[src/rtl/fft_pkg.sv]
// Shared FFT constants, sample types and the butterfly-stage FSM encoding.
package fft_pkg;

    localparam int N_FFT           = 512;
    localparam int ARRAY_IN        = 16;
    localparam int FRAME_CLK       = 32;
    localparam int CBFP0_WIDTH_OUT = 11;

    typedef enum logic [1:0] {
        IDLE,
        RUN,
        FLUSH
    } bfly_state_e;

    typedef logic signed [CBFP0_WIDTH_OUT-1:0] sample11_t;
    typedef logic signed [CBFP0_WIDTH_OUT:0]   sample12_t;

    // Slot index width; a distance of one still gets a 1-bit index so no port collapses to zero width.
    function automatic int slotBits(input int d);
        return (d > 1) ? $clog2(d) : 1;
    endfunction

endpackage

[src/rtl/fft_bfly_sdf_stage_if.sv]
// Sample-stream bundle between the CBFP normaliser, the butterfly stage and the twiddle stage.
interface fft_bfly_sdf_stage_if #(
    parameter int WIDTH_IN  = fft_pkg::CBFP0_WIDTH_OUT,
    parameter int WIDTH_OUT = WIDTH_IN + 1,
    parameter int ARRAY_IN  = fft_pkg::ARRAY_IN
);
    logic                        i_valid;
    logic signed [WIDTH_IN-1:0]  din_i [ARRAY_IN];
    logic signed [WIDTH_IN-1:0]  din_q [ARRAY_IN];
    logic                        dout_valid;
    logic signed [WIDTH_OUT-1:0] dout_i [ARRAY_IN];
    logic signed [WIDTH_OUT-1:0] dout_q [ARRAY_IN];
    logic                        frame_done;

    modport master (
        output i_valid, din_i, din_q,
        input  dout_valid, dout_i, dout_q, frame_done
    );

    modport slave (
        input  i_valid, din_i, din_q,
        output dout_valid, dout_i, dout_q, frame_done
    );
endinterface

[src/rtl/fft_bfly_lane.sv]
// One lane of the SDF butterfly: per-slot delay buffer plus add/sub for I and Q.
module fft_bfly_lane #(
    parameter int WIDTH_IN  = 11,
    parameter int WIDTH_OUT = 12,
    parameter int D_CLK     = 4,
    parameter int SW        = fft_pkg::slotBits(D_CLK)
) (
    input  logic                        clk,
    input  logic                        rst_n,
    input  logic                        phase_i,
    input  logic [SW-1:0]               slot_i,
    input  logic                        valid_i,
    input  logic                        emit_i,
    input  logic signed [WIDTH_IN-1:0]  xI_i,
    input  logic signed [WIDTH_IN-1:0]  xQ_i,
    output logic signed [WIDTH_OUT-1:0] yI_o,
    output logic signed [WIDTH_OUT-1:0] yQ_o
);
    localparam int DEPTH = 1 << SW;

    logic signed [WIDTH_OUT-1:0] bufI_q [DEPTH];
    logic signed [WIDTH_OUT-1:0] bufQ_q [DEPTH];
    logic signed [WIDTH_OUT-1:0] xI, xQ, bI, bQ;
    logic signed [WIDTH_OUT-1:0] yI_q, yQ_q;

    assign xI = {{(WIDTH_OUT-WIDTH_IN){xI_i[WIDTH_IN-1]}}, xI_i};
    assign xQ = {{(WIDTH_OUT-WIDTH_IN){xQ_i[WIDTH_IN-1]}}, xQ_i};
    assign bI = bufI_q[slot_i];
    assign bQ = bufQ_q[slot_i];

    // First half parks x; second half swaps x for the difference, which drains on the next first half or flush.
    always_ff @(posedge clk) begin
        if (valid_i) begin
            bufI_q[slot_i] <= phase_i ? bI - xI : xI;
            bufQ_q[slot_i] <= phase_i ? bQ - xQ : xQ;
        end
    end

    always_ff @(posedge clk or negedge rst_n) begin
        if (!rst_n) begin
            yI_q <= '0;
            yQ_q <= '0;
        end else if (valid_i && phase_i) begin
            yI_q <= bI + xI;
            yQ_q <= bQ + xQ;
        end else if (emit_i) begin
            yI_q <= bI;
            yQ_q <= bQ;
        end
    end

    assign yI_o = yI_q;
    assign yQ_o = yQ_q;
endmodule

[src/rtl/fft_bfly_sdf_stage.sv]
// Radix-2 SDF butterfly stage: beat counter, run/flush control and ARRAY_IN parallel lanes.
module fft_bfly_sdf_stage #(
    parameter int WIDTH_IN  = fft_pkg::CBFP0_WIDTH_OUT,
    parameter int WIDTH_OUT = WIDTH_IN + 1,
    parameter int ARRAY_IN  = fft_pkg::ARRAY_IN,
    parameter int D_CLK     = 4,
    parameter int FRAME_CLK = fft_pkg::FRAME_CLK
) (
    input  logic clk,
    input  logic rst_n,
    fft_bfly_sdf_stage_if.slave bus
);
    import fft_pkg::*;

    localparam int FW = $clog2(FRAME_CLK);
    localparam int SW = slotBits(D_CLK);
    localparam int PB = $clog2(D_CLK);

    bfly_state_e   state_q, state_d;
    logic [FW-1:0] bcnt_q, bcnt_d;
    logic          pending_q, pending_d;
    logic          outValid_q, outValid_d;
    logic          frameDone_q, frameDone_d;
    logic          phase, lastSlot, flushing, beatP1, emit;
    logic [SW-1:0] slot;

    logic signed [WIDTH_OUT-1:0] laneI [ARRAY_IN];
    logic signed [WIDTH_OUT-1:0] laneQ [ARRAY_IN];

    assign phase    = bcnt_q[PB];
    assign slot     = bcnt_q[SW-1:0] & SW'(D_CLK - 1);
    assign lastSlot = (slot == SW'(D_CLK - 1));

    always_ff @(posedge clk or negedge rst_n) begin
        if (!rst_n) state_q <= IDLE;
        else        state_q <= state_d;
    end

    always_comb begin
        state_d = state_q;
        unique case (state_q)
            IDLE:    if (bus.i_valid) state_d = RUN;
            RUN:     if (flushing) state_d = lastSlot ? IDLE : FLUSH;
            FLUSH: begin
                if (bus.i_valid)   state_d = RUN;
                else if (lastSlot) state_d = IDLE;
            end
            default: state_d = IDLE;
        endcase
    end

    // A gap right after the frame wrap starts the drain in that same cycle, so the tail leaves D_CLK+1 after the last beat.
    always_comb begin
        flushing = 1'b0;
        if (!bus.i_valid)
            flushing = (state_q == FLUSH) ||
                       (state_q == RUN && bcnt_q == '0 && pending_q);
        beatP1 = bus.i_valid && phase;
        emit   = flushing || (bus.i_valid && !phase && pending_q);
    end

    always_comb begin
        bcnt_d    = bcnt_q;
        pending_d = pending_q;
        if (flushing && lastSlot)        bcnt_d = '0;
        else if (bus.i_valid || flushing) bcnt_d = bcnt_q + 1'b1;
        if (beatP1)                      pending_d = 1'b1;
        else if (emit && lastSlot)       pending_d = 1'b0;
        outValid_d  = emit || beatP1;
        frameDone_d = emit && (bcnt_q == FW'(D_CLK - 1));
    end

    always_ff @(posedge clk or negedge rst_n) begin
        if (!rst_n) begin
            bcnt_q      <= '0;
            pending_q   <= 1'b0;
            outValid_q  <= 1'b0;
            frameDone_q <= 1'b0;
        end else begin
            bcnt_q      <= bcnt_d;
            pending_q   <= pending_d;
            outValid_q  <= outValid_d;
            frameDone_q <= frameDone_d;
        end
    end

    for (genvar k = 0; k < ARRAY_IN; k++) begin : g_lane
        fft_bfly_lane #(
            .WIDTH_IN (WIDTH_IN),
            .WIDTH_OUT(WIDTH_OUT),
            .D_CLK    (D_CLK),
            .SW       (SW)
        ) u_lane (
            .clk    (clk),
            .rst_n  (rst_n),
            .phase_i(phase),
            .slot_i (slot),
            .valid_i(bus.i_valid),
            .emit_i (emit),
            .xI_i   (bus.din_i[k]),
            .xQ_i   (bus.din_q[k]),
            .yI_o   (laneI[k]),
            .yQ_o   (laneQ[k])
        );
    end

    assign bus.dout_i     = laneI;
    assign bus.dout_q     = laneQ;
    assign bus.dout_valid = outValid_q;
    assign bus.frame_done = frameDone_q;
endmodule
[src/flat_wrapper.sv]
// flat-port wrapper written by rule: the top's interface ports become plain ports
module fft_bfly_sdf_stage_flat import fft_pkg::*;
#(
    parameter int WIDTH_IN  = fft_pkg::CBFP0_WIDTH_OUT,
    parameter int WIDTH_OUT = WIDTH_IN + 1,
    parameter int ARRAY_IN  = fft_pkg::ARRAY_IN,
    parameter int D_CLK     = 4,
    parameter int FRAME_CLK = fft_pkg::FRAME_CLK
)
  (clk, rst_n, bus_i_valid, bus_din_i, bus_din_q, bus_dout_valid, bus_dout_i, bus_dout_q, bus_frame_done);
  fft_bfly_sdf_stage_if #(.WIDTH_IN(WIDTH_IN), .WIDTH_OUT(WIDTH_OUT), .ARRAY_IN(ARRAY_IN)) bus_i ();
  input  logic clk;
  input  logic rst_n;
  input wire logic [$bits(bus_i.i_valid)-1:0] bus_i_valid;
  input wire logic [$bits(bus_i.din_i)-1:0] bus_din_i;
  input wire logic [$bits(bus_i.din_q)-1:0] bus_din_q;
  output wire logic [$bits(bus_i.dout_valid)-1:0] bus_dout_valid;
  output wire logic [$bits(bus_i.dout_i)-1:0] bus_dout_i;
  output wire logic [$bits(bus_i.dout_q)-1:0] bus_dout_q;
  output wire logic [$bits(bus_i.frame_done)-1:0] bus_frame_done;
  assign bus_i.i_valid = bus_i_valid;
  assign bus_i.din_i = {>>{bus_din_i}};
  assign bus_i.din_q = {>>{bus_din_q}};
  assign bus_dout_valid = bus_i.dout_valid;
  assign bus_dout_i = {>>{bus_i.dout_i}};
  assign bus_dout_q = {>>{bus_i.dout_q}};
  assign bus_frame_done = bus_i.frame_done;
  fft_bfly_sdf_stage #(.WIDTH_IN(WIDTH_IN), .WIDTH_OUT(WIDTH_OUT), .ARRAY_IN(ARRAY_IN), .D_CLK(D_CLK), .FRAME_CLK(FRAME_CLK)) u_core (.clk(clk), .rst_n(rst_n), .bus(bus_i));
endmodule
[config.mk]
export PLATFORM = sky130hd
export DESIGN_NAME = fft_bfly_sdf_stage_flat
export DESIGN_NICKNAME = d
export VERILOG_FILES = /design/src/rtl/fft_pkg.sv /design/src/rtl/fft_bfly_sdf_stage_if.sv /design/src/rtl/fft_bfly_lane.sv /design/src/rtl/fft_bfly_sdf_stage.sv /design/src/flat_wrapper.sv
export SDC_FILE = /design/constraint.sdc
export NUM_CORES = 2
export LEC_CHECK = 0
export CAP_MARGIN = 15
export CORE_MARGIN = 2
export CORE_UTILIZATION = 45
export CTS_BUF_LIST = sky130_fd_sc_hd__clkbuf_16
export DETAILED_ROUTE_END_ITERATION = 7
export PLACE_DENSITY_LB_ADDON = 0.1
export SLEW_MARGIN = 20
export SYNTH_ARGS = -nofsm -noshare
export SYNTH_HDL_FRONTEND = slang
export SYNTH_SLANG_ARGS = --single-unit
[constraint.sdc]
create_clock -name clk -period 19.1 [get_ports clk]
set_input_delay 1.91 -clock clk [delete_from_list [all_inputs] [get_ports clk]]
set_output_delay 1.91 -clock clk [all_outputs]
set_load 0.01 [all_outputs]
After elaboration in Yosys (flattened, before gate mapping)
Memory sizes are Yosys's and may differ from the RTL's.
Index checks and enable logic that the tools add are counted.

word-level totals
  bits in registers = 394
  bits in writable memories = 1536
  word-level logic and storage cells = 269
  memories kept = 32

operators by class
  $add $sub $neg = 65
  eq/ne operators = 7
  muxes and demuxes = 109
  reduce and logical (&&, ||, !) cells = 19

memory list
  name                             depth  width  read ports  clocked after Yosys merged registers in  wr ports  line                 text
  u_core.g_lane[0].u_lane.bufI_q   4      12     1           0                                        1         fft_bfly_lane.sv:21  logic signed [WIDTH_OUT-1:0] bufI_q [DEPTH];
  u_core.g_lane[0].u_lane.bufQ_q   4      12     1           0                                        1         fft_bfly_lane.sv:22  logic signed [WIDTH_OUT-1:0] bufQ_q [DEPTH];
  u_core.g_lane[10].u_lane.bufI_q  4      12     1           0                                        1         fft_bfly_lane.sv:21
  u_core.g_lane[10].u_lane.bufQ_q  4      12     1           0                                        1         fft_bfly_lane.sv:22
  u_core.g_lane[11].u_lane.bufI_q  4      12     1           0                                        1         fft_bfly_lane.sv:21
  u_core.g_lane[11].u_lane.bufQ_q  4      12     1           0                                        1         fft_bfly_lane.sv:22
  +26 memories                     n/a    n/a    n/a         n/a                                      n/a       n/a

operators by type and width
  operator                                                                  number
  12-bit two-way mux                                                        96
  12-bit by 11-bit adder with 12-bit output                                 32
  12-bit by 11-bit subtractor with 12-bit output                            32
  2-bit two-way mux                                                         5
  5-bit two-way mux                                                         2
  1-bit logical AND                                                         8
  2-bit one-hot mux with 3 select lines                                     1
  2-bit nonzero test                                                        3
  5-bit by 1-bit adder with 5-bit output (second input constant)            1
  5-bit by 2-bit == test with 1-bit output (second input constant)          1
  5-bit zero test                                                           1
  1-bit two-way mux                                                         5
  2-bit == test (second input constant)                                     2
  1-bit logical OR                                                          4
  3-bit by 2-bit inequality test with 1-bit output (second input constant)  1
  3-bit AND reduction                                                       1
  2-bit by 1-bit == test with 1-bit output (second input constant)          1
  2-bit zero test                                                           1
  2-bit by 1-bit inequality test with 1-bit output (second input constant)  1
  2-bit inequality test (second input constant)                             1
  1-bit zero test                                                           1

Logic depth before layout (Yosys ltp)
  depth after elaboration = 9
  gate-level depth with buffers = 16
  gate-level depth less buffers = 11

Hierarchy
A second synthesis with hierarchy kept.

unflattened totals
  cell total of the unflattened synthesis = 9636
  area total of the unflattened synthesis = 114045.6 sq um

modules (own cells, without submodules)
  module                                        times used  cells each  area each (sq um)  sequential area each (sq um)
  fft_bfly_lane (u_core.g_lane[1].u_lane ...)   9           614         7156.9             3483.3
  fft_bfly_lane (u_core.g_lane[12].u_lane ...)  4           577         6996.7             3483.3
  fft_bfly_lane (u_core.g_lane[11].u_lane)      1           595         7074.3             3483.3
  fft_bfly_lane (u_core.g_lane[10].u_lane)      1           578         7049.3             3483.3
  fft_bfly_lane (u_core.g_lane[0].u_lane)       1           573         6977.9             3483.3
  fft_bfly_sdf_stage                            1           56          545.5              250.2

Worst setup path after synthesis
Ideal clock, no wire load.

  kind = input port to flip-flop
  start point = input bus_i_valid
  end point = register u_core.bcnt_q[2]
  setup time = 0.133 ns
  arrival time = 18.947 ns
  data required time = 18.967 ns
  path slack = 0.020 ns
  cell stages on the path = 3
  buffers on the path = 0
  cells stage by stage = inv_1 > nor2_1 > a21o_1

between the ends
  cells in the longest elaborated chain, start to end = 3
  elaborated cells between the ends (all ways) = 5
  classes of those cells = 2 x mux; 3 x reduce/logical

ends and longest elaborated chain
  item                                                     line                                                text
  start, declared                                          flat_wrapper.sv:14                                  input wire logic [$bits(bus_i.i_valid)-1:0] bus_i_valid;
  1-bit two-way mux                                        fft_bfly_sdf_stage.sv:55                            if (!bus.i_valid)
  1-bit logical AND or 1-bit logical OR (tied branches)    fft_bfly_sdf_stage.sv:65, fft_bfly_sdf_stage.sv:66
  5-bit two-way mux or 2-bit nonzero test (tied branches)  n/a
  end signal, assigned                                     fft_bfly_sdf_stage.sv:80                            bcnt_q <= bcnt_d;
  end, declared                                            fft_bfly_sdf_stage.sv:20                            logic [FW-1:0] bcnt_q, bcnt_d;

Parallel ways exist; a longest one is shown, timed or not.
A chain may end at the register's enable or synchronous reset.

Worst setup path in the final report
  start point = register u_core.bcnt_q[0]
  end point = memory u_core.g_lane[12].u_lane.bufQ_q[1][10], data pin

between the ends
  cells in the longest elaborated chain, start to end = 3

ends and longest elaborated chain
  item                                            line                 text
  memory 4 x 12 bit                               n/a
  12-bit by 11-bit subtractor with 12-bit output  fft_bfly_lane.sv:35  bufQ_q[slot_i] <= phase_i ? bQ - xQ : xQ;
  12-bit two-way mux                              fft_bfly_lane.sv:35
  end, declared                                   fft_bfly_lane.sv:22

Every way passes these cells.

==> metrics.md <==
| Metric | Value |
|---|---|
| Status | `completed` |
| IR drop worst, VDD | `0.0001228 V` |
| Final worst path period share | `35.04%` |
| HP Start | `u_core.state_q[1]` |
| DIE WIDTH | `498.4 µm` |
| EDFF count, synth | `1536` |
| Tightest Pin Transition | `1.072 ns` |
| Pwr Density | `181.4 nW/µm²` |
| Root Buffer | `clkbuf_16` |
| Area of the core | `243200 µm²` |
| Routed wire length | `309600 µm` |
| Critical Path AT | `7.26 ns` |
| Post-cts sizing count | `0` |
| Grt ovf | `0` |
| Final Slew Violations | `0` |
| Synth Area per Inst | `11.77 µm²` |
| CP Class | `flop to flop` |
| Fill cells | `20960` |
| Worst hold stages | `1` |
| Worst flop-to-flop path endpoint | `u_core.g_lane[12].u_lane.bufQ_q[1][10]` |
| Unique masters post-synth | `71` |
| Tmin final | `6.692 ns` |
| Worst hold margin | `0.4864 ns` |
| Critical Path RT | `19.67 ns` |
| Sw Pwr | `9.328 mW` |
| Cells after Synth | `9349` |
| Final Skew | `0.05510 ns` |
| Crit-path cells | `buf_4, buf_4, buf_12, buf_4, mux4_2, ha_1, nor2b_1, o21ai_0, a21boi_0, o21ai_0, a2111oi_0, nor3_1, o31ai_1` |
| Commonest cells in the netlist | `edfxtp_1, nand2_1, ha_1, nor2_1, inv_1` |
| R2R setup slack | `12.41 ns` |
| Lkg Pwr | `48.68 nW` |
| RR Startpoint | `u_core.bcnt_q[0]` |
| Largest net degree at the start of global routing | `171` |
| CTS sink count | `1930` |
| CP delay by family, top | `buffers and inverters` |
| Max incr delay on CP | `0.84 ns` |
| Clock Latency Late Sink | `0.87 ns` |
| Gate power share | `50.7%` |
| First-pass GRT wire length | `470600 µm` |
| Max Root-Sink Buffers | `3` |
| GPL Wtd Cong | `0.8724` |
| Total GRT Usage | `24.43%` |
| CP Max Fanout | `70` |
| Dpl cells | `12910` |
| Flop pwr share | `30.6%` |
| Die area | `248400 µm²` |
| Area Overhead vs Synth | `16.12%` |
| Main synth FF type | `edfxtp_1` |
| Initial antenna violation count | `48` |
| 1st-pass router iterations | `5` |
| Most common cell on crit path | `buf_4` |
| Mapped Area | `110000 µm²` |
| P_int | `13.84 mW` |
| Detailed-route via count | `77330` |
| Row cnt | `181` |
| Post-synth top area share | `41.93%` |
| Die extent in y | `498.4 µm` |
| Worst reg2reg path depth | `13` |
| Count of final setup violators | `0` |
| Flops & latches, synth | `1930` |
| Clk slew on worst S/H paths | `0.06 ns` |
| Layout cells sized above 1 | `9.383%` |
| H-tree Lvls | `4` |
| Slowest cell on crit path | `dfrtp_4` |
| Total Neg Setup Slack | `0 ns` |
| Max cap viols | `0` |
| Routed Antenna Nets | `0` |
| Clock network power share | `18.7%` |
| Hold/Removal Path Class | `flop to flop` |
| Vias in the first global route | `77650` |
| Initial detailed-routing violation count | `5714` |
| TritonCTS Buffers | `216` |
| Layout Utilization | `52.52%` |
| Num ports | `741` |
| Cts hold-fix bufs | `0` |
| Final Hold Vio Count | `0` |
| Yosys top cell by area | `edfxtp_1` |
| Final Non-Filler Cells | `13340` |
| CTS tree | `built` |
| Syn Nets | `10540` |
| Worst Setup End Kind | `flop` |
| Post-CTS Setup Bufs | `0` |
| Fin nets | `11110` |
| Dominant cells by area after synthesis | `edfxtp_1, dfrtp_1, ha_1` |
| Most numerous cell in the Yosys netlist | `edfxtp_1` |
| # port buffers | `740` |
| Fmax | `149.4 MHz` |
| RSZ-0062 raised after global routing | `false` |
| Wire per inst | `23.21 µm` |
| Net Sw Frac | `40.26%` |
| Synth async-reset ratio | `20.41%` |
| Worst Hold End | `u_core.state_q[0]` |
| Slew HR | `28.56%` |
| Synthesis warning total | `0` |
| # DRC | `0` |
| Via density | `5.797` |
| Post-DP HPWL | `205700 µm` |
| Worst setup SP type | `flop` |
| CP Buf/Inv Count | `4` |
| Starting density of the core | `45.23%` |
| Proportion of synthesized chip area in sequential cells | `50.89%` |
| Total power | `23.17 mW` |
[sequential cells by signal (all words and copies together), names as in the netlist]
name,count
u_core.bcnt_q,5
u_core.bus.dout_valid,1
u_core.bus.frame_done,1
u_core.g_lane.u_lane.bufI_q,768
u_core.g_lane.u_lane.bufQ_q,768
u_core.g_lane.u_lane.yI_o,192
u_core.g_lane.u_lane.yQ_o,192
u_core.pending_q,1
u_core.state_q,2
[area by class of cell]
cell class | count | area (µm²) | area share [%]
Antenna cell | 23 | 57.56 | 0.04505
Clock buffer | 218 | 5455 | 4.270
Clock inverter | 193 | 1989 | 1.557
Inverter | 680 | 2562 | 2.006
Multi-Input combinational cell | 6269 | 49520 | 38.76
Sequential cell | 1930 | 56000 | 43.83
Tap cell | 3202 | 4006 | 3.136
Timing Repair Buffer | 824 | 8168 | 6.394
[through the flow]
step	worst slack, ns	cell area (µm²)
3_3_place_gp	11.80	120200
4_1_cts	12.21	127700
3_5_place_dp	11.78	120200
2_1_floorplan	0.02035	110000
5_1_grt	11.49	127700
6_report	12.41	127700
[power by group through the flow]
| stage | Sequential (mW) | Clock (mW) | Combinational (mW) |
|---|---|---|---|
| 2_1_floorplan | 7.27 | 0 | 8.03 |
| 3_3_place_gp | 7.13 | 0 | 11.5 |
| 3_5_place_dp | 7.17 | 0 | 11.7 |
| 4_1_cts | 7.10 | 4.43 | 11.8 |
| 5_1_grt | 7.18 | 4.59 | 13.0 |
| 6_report | 7.09 | 4.34 | 11.7 |
[metal layers]
metal | part of all wire (%) | track usage (%) | vias up
li1 | - | - | 35770
met1 | 44 | 33.48 | 38960
met2 | 47 | 39.64 | 2127
met3 | 5.5 | 3.677 | 448
met4 | 3.3 | 8.549 | 22
met5 | 0.045 | 0 | -
[worst max path at each step]
stage                                start  slack [ns]                                endpoint  cells after the start
after floorplan                bus_i_valid        0.02                        u_core.bcnt_q[2]                      3
after global placement         bus_i_valid       11.80   u_core.g_lane[15].u_lane.bufI_q[2][7]                      6
after detailed placement       bus_i_valid       11.78   u_core.g_lane[15].u_lane.bufI_q[2][7]                      6
after CTS                 u_core.bcnt_q[0]       12.21  u_core.g_lane[12].u_lane.bufQ_q[1][10]                     13
after global routing      u_core.bcnt_q[0]       11.49  u_core.g_lane[13].u_lane.bufI_q[3][10]                     13
final                     u_core.bcnt_q[0]       12.41  u_core.g_lane[12].u_lane.bufQ_q[1][10]                     13
[cell families (layout without fill, tap and decap cells)]
kind of cell / after synthesis / in the layout / synth area share (%)
compound gates: 2221 / 2221 / 13.30
xor+xnor: 448 / 448 / 3.567
fa+ha+maj: 834 / 834 / 9.922
buf+inv: 1150 / 1915 / 4.152
flops: 1930 / 1930 / 50.89
mux: 468 / 468 / 8.626
other cells: 0 / 23 / 0
simple gates: 2298 / 2298 / 9.549
[placed cells by master, fill, tap and decap left out, types with 31 or more instances in the layout]
cell type / instances
and3_1: 111
a211oi_1: 53
o21bai_1: 96
nor3_1: 129
mux4_2: 384
a22oi_1: 97
o22ai_1: 57
a31oi_1: 114
o21ai_0: 564
ha_1: 770
a2111oi_0: 44
bufinv_16: 33
buf_4: 74
nand2b_1: 81
nand2_1: 807
nor2_1: 705
a221oi_2: 50
a21o_1: 41
clkinv_1: 32
dfrtp_1: 391
o31ai_1: 124
xnor2_1: 344
o21a_1: 117
nor4_1: 43
clkinv_2: 31
xor2_1: 104
nor2b_1: 93
mux2i_1: 83
clkbuf_16: 218
clkdlybuf4s50_1: 739
a21oi_1: 513
edfxtp_1: 1536
inv_1: 714
o211ai_1: 32
or3_1: 133
a21boi_0: 51
clkinvlp_4: 36
fa_1: 64
nand3_1: 75
No activity file was read; power rests on OpenSTA's default activity.
